`src/rtl/clk_burst_ctl_pkg.sv`:
```
// Shared definitions for the clock burst controller: function codes,
// controller states, clock-source encodings and the counter width.
package clk_burst_ctl_pkg;

  localparam int CNT_W = 12;

  typedef enum logic [2:0] {
    F_STOP     = 3'd0,
    F_RUN      = 3'd1,
    F_STEP     = 3'd2,
    F_BURST    = 3'd3,
    F_LDCNT_LO = 3'd4,
    F_LDCNT_HI = 3'd5,
    F_LDSRC    = 3'd6,
    F_CLRERR   = 3'd7
  } func_t;

  typedef enum logic [1:0] {
    S_IDLE    = 2'd0,
    S_RUN     = 2'd1,
    S_BURST   = 2'd2,
    S_ERRSTOP = 2'd3
  } burst_state_t;

  typedef enum logic [1:0] {
    SRC_INT    = 2'd0,
    SRC_EXT    = 2'd1,
    SRC_SYNC   = 2'd2,
    SRC_DESKEW = 2'd3
  } src_t;

endpackage

```
`src/rtl/clk_burst_ctl_cnt.sv`:
```
// Working burst counter: loadable, decrements once per burst cycle.
// zero_next flags that the next decrement lands on zero, so the controller
// can leave BURST on the same edge. A load of 0 wraps through 4095..1,
// giving 4096 decrements before zero is reached.
module clk_burst_cnt
  import clk_burst_ctl_pkg::*;
(
  input  logic             clk,
  input  logic             rst_n,
  input  logic             load,
  input  logic [CNT_W-1:0] load_val,
  input  logic             dec,
  output logic [CNT_W-1:0] count,
  output logic             zero_next
);

  // Counter register: load has priority over decrement.
  always_ff @(posedge clk or negedge rst_n) begin
    if (!rst_n)
      count <= '0;
    else if (load)
      count <= load_val;
    else if (dec)
      count <= count - 1'b1;
  end

  assign zero_next = (count == CNT_W'(1));

endmodule

```
`src/rtl/clk_burst_ctl.sv`:
```
// Clock burst controller: decodes diagnostic functions into free-run,
// single-step and counted-burst clock enables, with error-stop handling
// and an EBUS readback path.
module clk_burst_ctl
  import clk_burst_ctl_pkg::*;
(
  input  logic       clk,
  input  logic       rst_n,
  input  logic       ld_func_l,
  input  logic [2:0] func,
  input  logic [5:0] data,
  input  logic       rd_func_l,
  input  logic       error_stop,
  output logic [1:0] src_sel,
  output logic       fs_en,
  output logic       running,
  output logic       burst_busy,
  output logic       stopped_err,
  output logic [5:0] rd_data
);

  burst_state_t     state, state_next;
  func_t            fcode;
  logic             strobe;
  logic [CNT_W-1:0] load_cnt;
  logic [CNT_W-1:0] work_cnt;
  logic             wk_load;
  logic [CNT_W-1:0] wk_val;
  logic             wk_dec;
  logic             zero_next;

  assign fcode  = func_t'(func);
  assign strobe = ~ld_func_l;

  // Loaded count and source select accept loads in every state; the
  // working counter is a separate copy so an active burst is unaffected.
  always_ff @(posedge clk or negedge rst_n) begin
    if (!rst_n) begin
      load_cnt <= '0;
      src_sel  <= SRC_INT;
    end else if (strobe) begin
      case (fcode)
        F_LDCNT_LO: load_cnt[5:0]  <= data;
        F_LDCNT_HI: load_cnt[11:6] <= data;
        F_LDSRC:    src_sel        <= data[1:0];
        default:    ;
      endcase
    end
  end

  // State register; async reset drops fs_en immediately via the state decode.
  always_ff @(posedge clk or negedge rst_n) begin
    if (!rst_n)
      state <= S_IDLE;
    else
      state <= state_next;
  end

  // Next-state, working-counter control and state-decoded outputs.
  // error_stop is checked before STOP so it wins a same-cycle collision.
  always_comb begin
    state_next  = state;
    wk_load     = 1'b0;
    wk_val      = load_cnt;
    wk_dec      = 1'b0;
    fs_en       = 1'b0;
    running     = 1'b0;
    burst_busy  = 1'b0;
    stopped_err = 1'b0;
    case (state)
      S_IDLE: begin
        if (strobe) begin
          case (fcode)
            F_RUN:   state_next = S_RUN;
            F_STEP: begin
              state_next = S_BURST;
              wk_load    = 1'b1;
              wk_val     = CNT_W'(1);
            end
            F_BURST: begin
              state_next = S_BURST;
              wk_load    = 1'b1;
            end
            default: ;
          endcase
        end
      end
      S_RUN: begin
        fs_en   = 1'b1;
        running = 1'b1;
        if (error_stop)
          state_next = S_ERRSTOP;
        else if (strobe && fcode == F_STOP)
          state_next = S_IDLE;
      end
      S_BURST: begin
        fs_en      = 1'b1;
        burst_busy = 1'b1;
        wk_dec     = 1'b1;
        if (error_stop)
          state_next = S_ERRSTOP;
        else if (strobe && fcode == F_STOP)
          state_next = S_IDLE;
        else if (zero_next)
          state_next = S_IDLE;
      end
      S_ERRSTOP: begin
        stopped_err = 1'b1;
        if (strobe && fcode == F_CLRERR)
          state_next = S_IDLE;
      end
      default: state_next = S_IDLE;
    endcase
  end

  clk_burst_cnt u_cnt (
    .clk       (clk),
    .rst_n     (rst_n),
    .load      (wk_load),
    .load_val  (wk_val),
    .dec       (wk_dec),
    .count     (work_cnt),
    .zero_next (zero_next)
  );

  // EBUS readback mux, combinational from the read select and function code.
  always_comb begin
    rd_data = '0;
    if (!rd_func_l) begin
      case (func)
        3'd0:    rd_data = {stopped_err, burst_busy, running, 1'b0, src_sel};
        3'd1:    rd_data = work_cnt[5:0];
        3'd2:    rd_data = work_cnt[11:6];
        default: rd_data = '0;
      endcase
    end
  end

endmodule
```
`config.mk`:
```
export PLATFORM = sky130hd
export DESIGN_NAME = clk_burst_ctl
export DESIGN_NICKNAME = d
export VERILOG_FILES = /design/src/rtl/clk_burst_ctl_pkg.sv /design/src/rtl/clk_burst_ctl_cnt.sv /design/src/rtl/clk_burst_ctl.sv
export SDC_FILE = /design/constraint.sdc
export NUM_CORES = 1
export LEC_CHECK = 0
export BUFFER_PORTS_ARGS = -buffer_cell sky130_fd_sc_hd__buf_4
export CAP_MARGIN = 30
export CORE_MARGIN = 2
export CORE_UTILIZATION = 51
export DETAILED_ROUTE_END_ITERATION = 12
export PLACE_DENSITY = 0.76
export SLEW_MARGIN = 25
export SYNTH_ARGS = -nofsm -noshare
export SYNTH_HDL_FRONTEND = slang
export SYNTH_SLANG_ARGS = --single-unit
```
`constraint.sdc`:
```
create_clock -name clk -period 1.6 [get_ports clk]
set_input_delay 0.24 -clock clk [delete_from_list [all_inputs] [get_ports clk]]
set_output_delay 0.24 -clock clk [all_outputs]
set_load 0.01 [all_outputs]
```
Yosys cells after proc, flatten, opt, wreduce, memory -nomap -nowiden

Cells that the tools add are included.

Register bits: 28
Bits of input ports: 14
Output and inout bits: 12

Add/subtract/negate cells: 1
Equal/unequal tests: 16
Mux-type cells: 23
Bitwise operators: 1
Reductions and logical operators: 11

Operators with widths:

| kind                    | number |
|---|---|
| $mux W12                | 5 |
| $pmux W6 S3             | 1 |
| $mux W2                 | 7 |
| $eq A12 B1 Y1 const B   | 1 |
| $eq A3 B3 Y1 const B    | 4 |
| $sub A12 B1 Y12 const B | 1 |
| $pmux W2 S4             | 1 |
| $mux W1                 | 7 |
| $eq A3 B2 Y1 const B    | 2 |
| $mux W6                 | 1 |
| $reduce_and A2 Y1       | 3 |
| $reduce_and A5 Y1       | 1 |
| $eq A2 B2 Y1 const B    | 2 |
| $ne A2 B2 Y1 const B    | 2 |
| $ne A4 B3 Y1 const B    | 1 |
| $pmux W2 S2             | 1 |
| $reduce_or A2 Y1        | 2 |
| $eq A3 B1 Y1 const B    | 1 |
| $logic_not A3 Y1        | 1 |
| $ne A3 B2 Y1 const B    | 1 |
| $ne A3 B3 Y1 const B    | 1 |
| $eq A2 B1 Y1 const B    | 1 |
| $logic_and A1 B1 Y1     | 2 |
| $logic_not A2 Y1        | 1 |
| 2 further kinds         | 2 |

Depth between registers and ports, before layout

Depth in word-level cells: 6
Depth in mapped cells: 7
Depth with buffers taken out: 6

Cells and area by module

A second synthesis with hierarchy kept.

Cells, all modules: 173
Area total of the unflattened synthesis: 1,757.9 um^2

By module, submodules not included:

| module        | instances | cells each | area each (um^2) | sequential area each (um^2) |
|---|---|---|---|---|
| clk_burst_ctl | 1         | 101        | 1,042.2          | 400.4 |
| clk_burst_cnt | 1         | 72         | 715.7            | 300.3 |

Least setup slack after synthesis

No wires, ideal clock.

Path kind: flip-flop to flip-flop
From: register state[0]
To: register u_cnt.count[11]
Library setup time: 0.083 ns
Arrival: 1.574 ns
Setup slack: -0.057 ns
Stages on the path, launching flop included: 8
Cell sequence: dfrtp_1 -> inv_1 -> ha_1 -> buf_4 -> nor4b_4 -> nand4_1 -> xor2_1 -> o21ai_0

Word-level cells in the longest chain between the ends: 3

RTL lines:

| what                                | line                    | RTL |
|---|---|---|
| start, declared                     | clk_burst_ctl.sv:22     | `burst_state_t state, state_next;` |
| start signal, assigned              | clk_burst_ctl.sv:56     | `state <= state_next;` |
| $eq A2 B2 Y1                        | -                       |  |
| $mux W1                             | -                       |  |
| via burst_busy                      | clk_burst_ctl.sv:17     | `output logic burst_busy,` |
| $reduce_bool A2 Y1 (no source line) | -                       |  |
| end signal, assigned                | clk_burst_ctl_cnt.sv:22 | `count <= load_val;` |
| end signal, assigned                | clk_burst_ctl_cnt.sv:24 | `count <= count - 1'b1;` |
| end, declared                       | clk_burst_ctl_cnt.sv:13 | `output logic [CNT_W-1:0] count,` |

The timed path passes the listed nets, and every way through them passes these cells.
A chain may end at the register's enable or synchronous reset.

Final worst setup path

From: register state[0]
To: output rd_data[4]

Word-level cells in the longest chain between the ends: 4

RTL lines:

| what          | line                 | RTL |
|---|---|---|
| $eq A2 B2 Y1  | clk_burst_ctl.sv:70  | `case (state)` |
| $mux W1       | clk_burst_ctl.sv:70  |  |
| $pmux W6 S3   | clk_burst_ctl.sv:130 | `case (func)` |
| $mux W6       | clk_burst_ctl.sv:129 | `if (!rd_func_l) begin` |
| end, declared | clk_burst_ctl.sv:19  | `output logic [5:0] rd_data` |

Every way passes these cells.

==> out/results.tsv <==
metric	value	unit
outcome	finished with violations	
failing checks	negative setup slack	
Power Dens Cells	1440	nW/um2
growth of design area from synthesis to finish	28.0	%
CTS tree	yes	
startpoint of the lowest-slack hold path	data[4]	
worst IR drop on VDD	0.000793	V
io pins	26	
peak fanout along the critical path	3	
clock share of power	11.0	%
combinational share of power	50.3	%
net switching power of the design	1.23	mW
drt first-iter violations	100	
GRT overflow	0	
setup slack of the worst register-to-register path	-0.08	ns
actual slew at the worst max-slew pin	0.415	ns
depth of the worst register-to-register path	7	
WP data arrival	1.56	ns
startpoint of the worst register-to-register path	state[0]$_DFFE_PN0P_	
number of vias in the routed layout	1428	
Total Nets Final	232	
part of the Yosys area used for sequential elements	41.1	%
most frequent cells after synthesis	28 x dfrtp_1, 18 x nor2_1, 17 x nand2_1, 13 x mux2_2	
crit end category	output port	
most repeated cell in the gate-level netlist after synthesis	dfrtp_1	
share of flip-flops with an asynchronous set or reset after synthesis	100	%
number of flops mapped to enable cells by yosys	0	
unrepaired setup endpoints after global routing	true	
number of buffers inserted during clock tree synthesis	3	
aggregate global-route resource usage	21.5	%
total of fill cells in the finished design	245	
number of placement rows	21	
first-pass GRT wire length	6120	um
switching share of power	39.0	%
Hold Path Class	in2reg	
final weighted congestion of routability-driven global placement	0.900	
top-area cell type share of the netlist area	41.1	%
classification of the worst setup path	reg2out	
Vert. Die Dim	61.8	um
cell area after synthesis	1710	um2
DRT Pass-1 Iters	4	
max-slew headroom at the worst pin	72.2	%
Flop pwr share	38.7	%
count of input and output buffers	25	
setup TNS after final layout	-0.942	ns
DRC violation count after routing	0	
proportion of layout cells with a drive suffix above 1	40.5	%
Internal Dissipation	1.92	mW
launch point of the worst path	state[0]$_DFFE_PN0P_	
time the final worst path needs with I/O delays and setup	1.80	ns
Clk pin slew, worst setup/hold paths	0.15	ns
Data required, critical path	1.36	ns
post-route antenna net violation count	0	
Synth area leader	dfrtp_1	
worst slack after detailed placement	-0.0279	ns
number of instances in the synthesized netlist	169	
clk_lat worst skew	0.33	ns
clock tree buffer depth	2	
Main synth FF type	dfrtp_1	
Static Leakage	0.948	nW
register area	707	um2
vias in the first global route	1312	
Distinct cells, synth	37	
Die W	61.8	um
total setup violations reported at the end of the flow	15	
routed via count divided by cell count	5.58	
peak clock frequency supported by timing	554	MHz
clock net sink count	28	
final clock period utilization by the worst path	113	%
number of antenna violations at the first check in global routing	0	
count of antenna diodes in the layout	0	
startpoint class of the critical path	flip-flop	
total of warnings raised by yosys	0	
root cell of the clock tree	clkbuf_4	
half-perimeter wire length after placement	2750	um
number of H-tree levels	1	
area of the core region	3280	um2
Starting Density	52.0	%
post-synth net total	190	
clock tree skew after final layout	0.00920	ns
synthesized area divided by synthesized cell count	10.1	um2
worst setup path end	rd_data[4]	
multi-input logic area	1000	um2
routed wirelength normalized by instance count	15.2	um
endpoint of the worst-slack reg-to-reg timing path	u_cnt.count[11]$_DFFE_PN0P_	
setup slack after layout	-0.204	ns
overall routed net length	3890	um
largest net degree at the start of global routing	29	
max-cap viol count	0	
top area cells in the synthesized netlist	dfrtp_1 41%, mux2_2 8.6%, ha_1 5.1%	
DIE AREA	3820	um2
#FFs+latches synth	28	
Hold Violations, Final	0	
Max Transition Viols Final	0	
## layout by cell type, fill, tap and decap left out, types with 2 or more instances in the layout
master and instances:
nor4_1 3, nor2_1 18, ha_4 4, mux2_2 13, a31oi_1 2, ha_1 3, clkbuf_4 3, xor2_1 5
mux2i_1 7, dfrtp_2 5, xnor2_1 2, buf_4 41, inv_1 5, dfrtp_1 23, and4bb_2 2, nand3_1 2
nor4b_1 2, a21oi_1 11, xnor2_2 2, o21ai_0 3, nor4_4 2, o21ai_1 8, inv_2 3, buf_6 3
nand4_1 2, nand2_1 17, nor3_2 2
## registers in the layout, summed over array words and instances, names as in the netlist
register / count
u_cnt.count: 12
load_cnt: 12
state: 2
src_sel: 2
## cell type report
class | count | area share (%)
Sequential cell | 28 | 32.4
Multi-Input combinational cell | 125 | 45.9
Clock buffer | 4 | 1.66
Tap cell | 46 | 2.63
Inverter | 8 | 1.37
Timing Repair Buffer | 45 | 16.1
## critical path: stages, from the launching register on
cell and delay [ns]:
dfrtp_2 0.46, inv_2 0.07, ha_4 0.17, mux2i_1 0.13
nor2_1 0.06, a21oi_1 0.14, nor2_1 0.07, buf_4 0.14
## cell families (layout without fill, tap and decap cells)
logic type,after synthesis,count (layout),share of synthesized area [%]
and+or+nand+nor,61,61,22.4
AOI/OAI and AO/OA,28,28,9.02
DFF,28,28,41.1
muxes,20,20,12.7
buffers and inverters,16,57,5.06
xor gates and xnor gates,9,9,4.62
adders and majority gates,7,7,5.13
## power by group through the flow
stage | Sequential (mW) | Combinational (mW) | Clock (mW)
after floorplan | 1.17 | 0.831 | 0
after CTS | 1.20 | 1.43 | 0.351
after global placement | 1.21 | 1.21 | 0
after detailed placement | 1.22 | 1.25 | 0
after global routing | 1.25 | 1.74 | 0.381
final | 1.22 | 1.58 | 0.346
## metrics by stage
step	area [um2]	cells	hold WS (ns)	total power, mW	utilization (%)
global placement	1980	242	0.168	2.42	60.4
global route	2180	256	0.0997	3.37	66.5
CTS	2090	251	0.102	2.97	63.6
finish	2180	256	0.104	3.14	66.5
floorplan	1720	169	-0.0556	2.00	-
detailed placement	1980	242	0.175	2.47	60.4
## timing repair
| item | 4_1_cts | 5_1_grt |
|---|---|---|
| gates resized for setup | 12 | 17 |
| endpoints found under the hold margin | 28 | 0 |
| endpoints found under the setup margin | 11 | 21 |
| cloned | 0 | 0 |
| setup buffers | 5 | 7 |
| hold buffers | 1 | 0 |
| pin swaps | 3 | 7 |
## per-layer routing
metal / vias to the layer above / track usage (%) / wire (um)
met5: - / 0 / 0
li1: 679 / - / -
met1: 697 / 30.7 / 1820
met3: 3 / 2.28 / 150
met4: 0 / 5.17 / 32
met2: 49 / 35.5 / 1880
## worst min path at each step
stage | end | slack (ns) | cells after the start
3_5_place_dp | load_cnt[11]$_DFFE_PN0P_ | 0.17 | 1
6_report | load_cnt[4]$_DFFE_PN0P_ | 0.10 | 3
3_3_place_gp | load_cnt[5]$_DFFE_PN0P_ | 0.17 | 1
4_1_cts | load_cnt[4]$_DFFE_PN0P_ | 0.10 | 3
2_1_floorplan | load_cnt[0]$_DFFE_PN0P_ | -0.06 | 0
5_1_grt | load_cnt[4]$_DFFE_PN0P_ | 0.1 | 3
(Power assumes the default switching activity.)
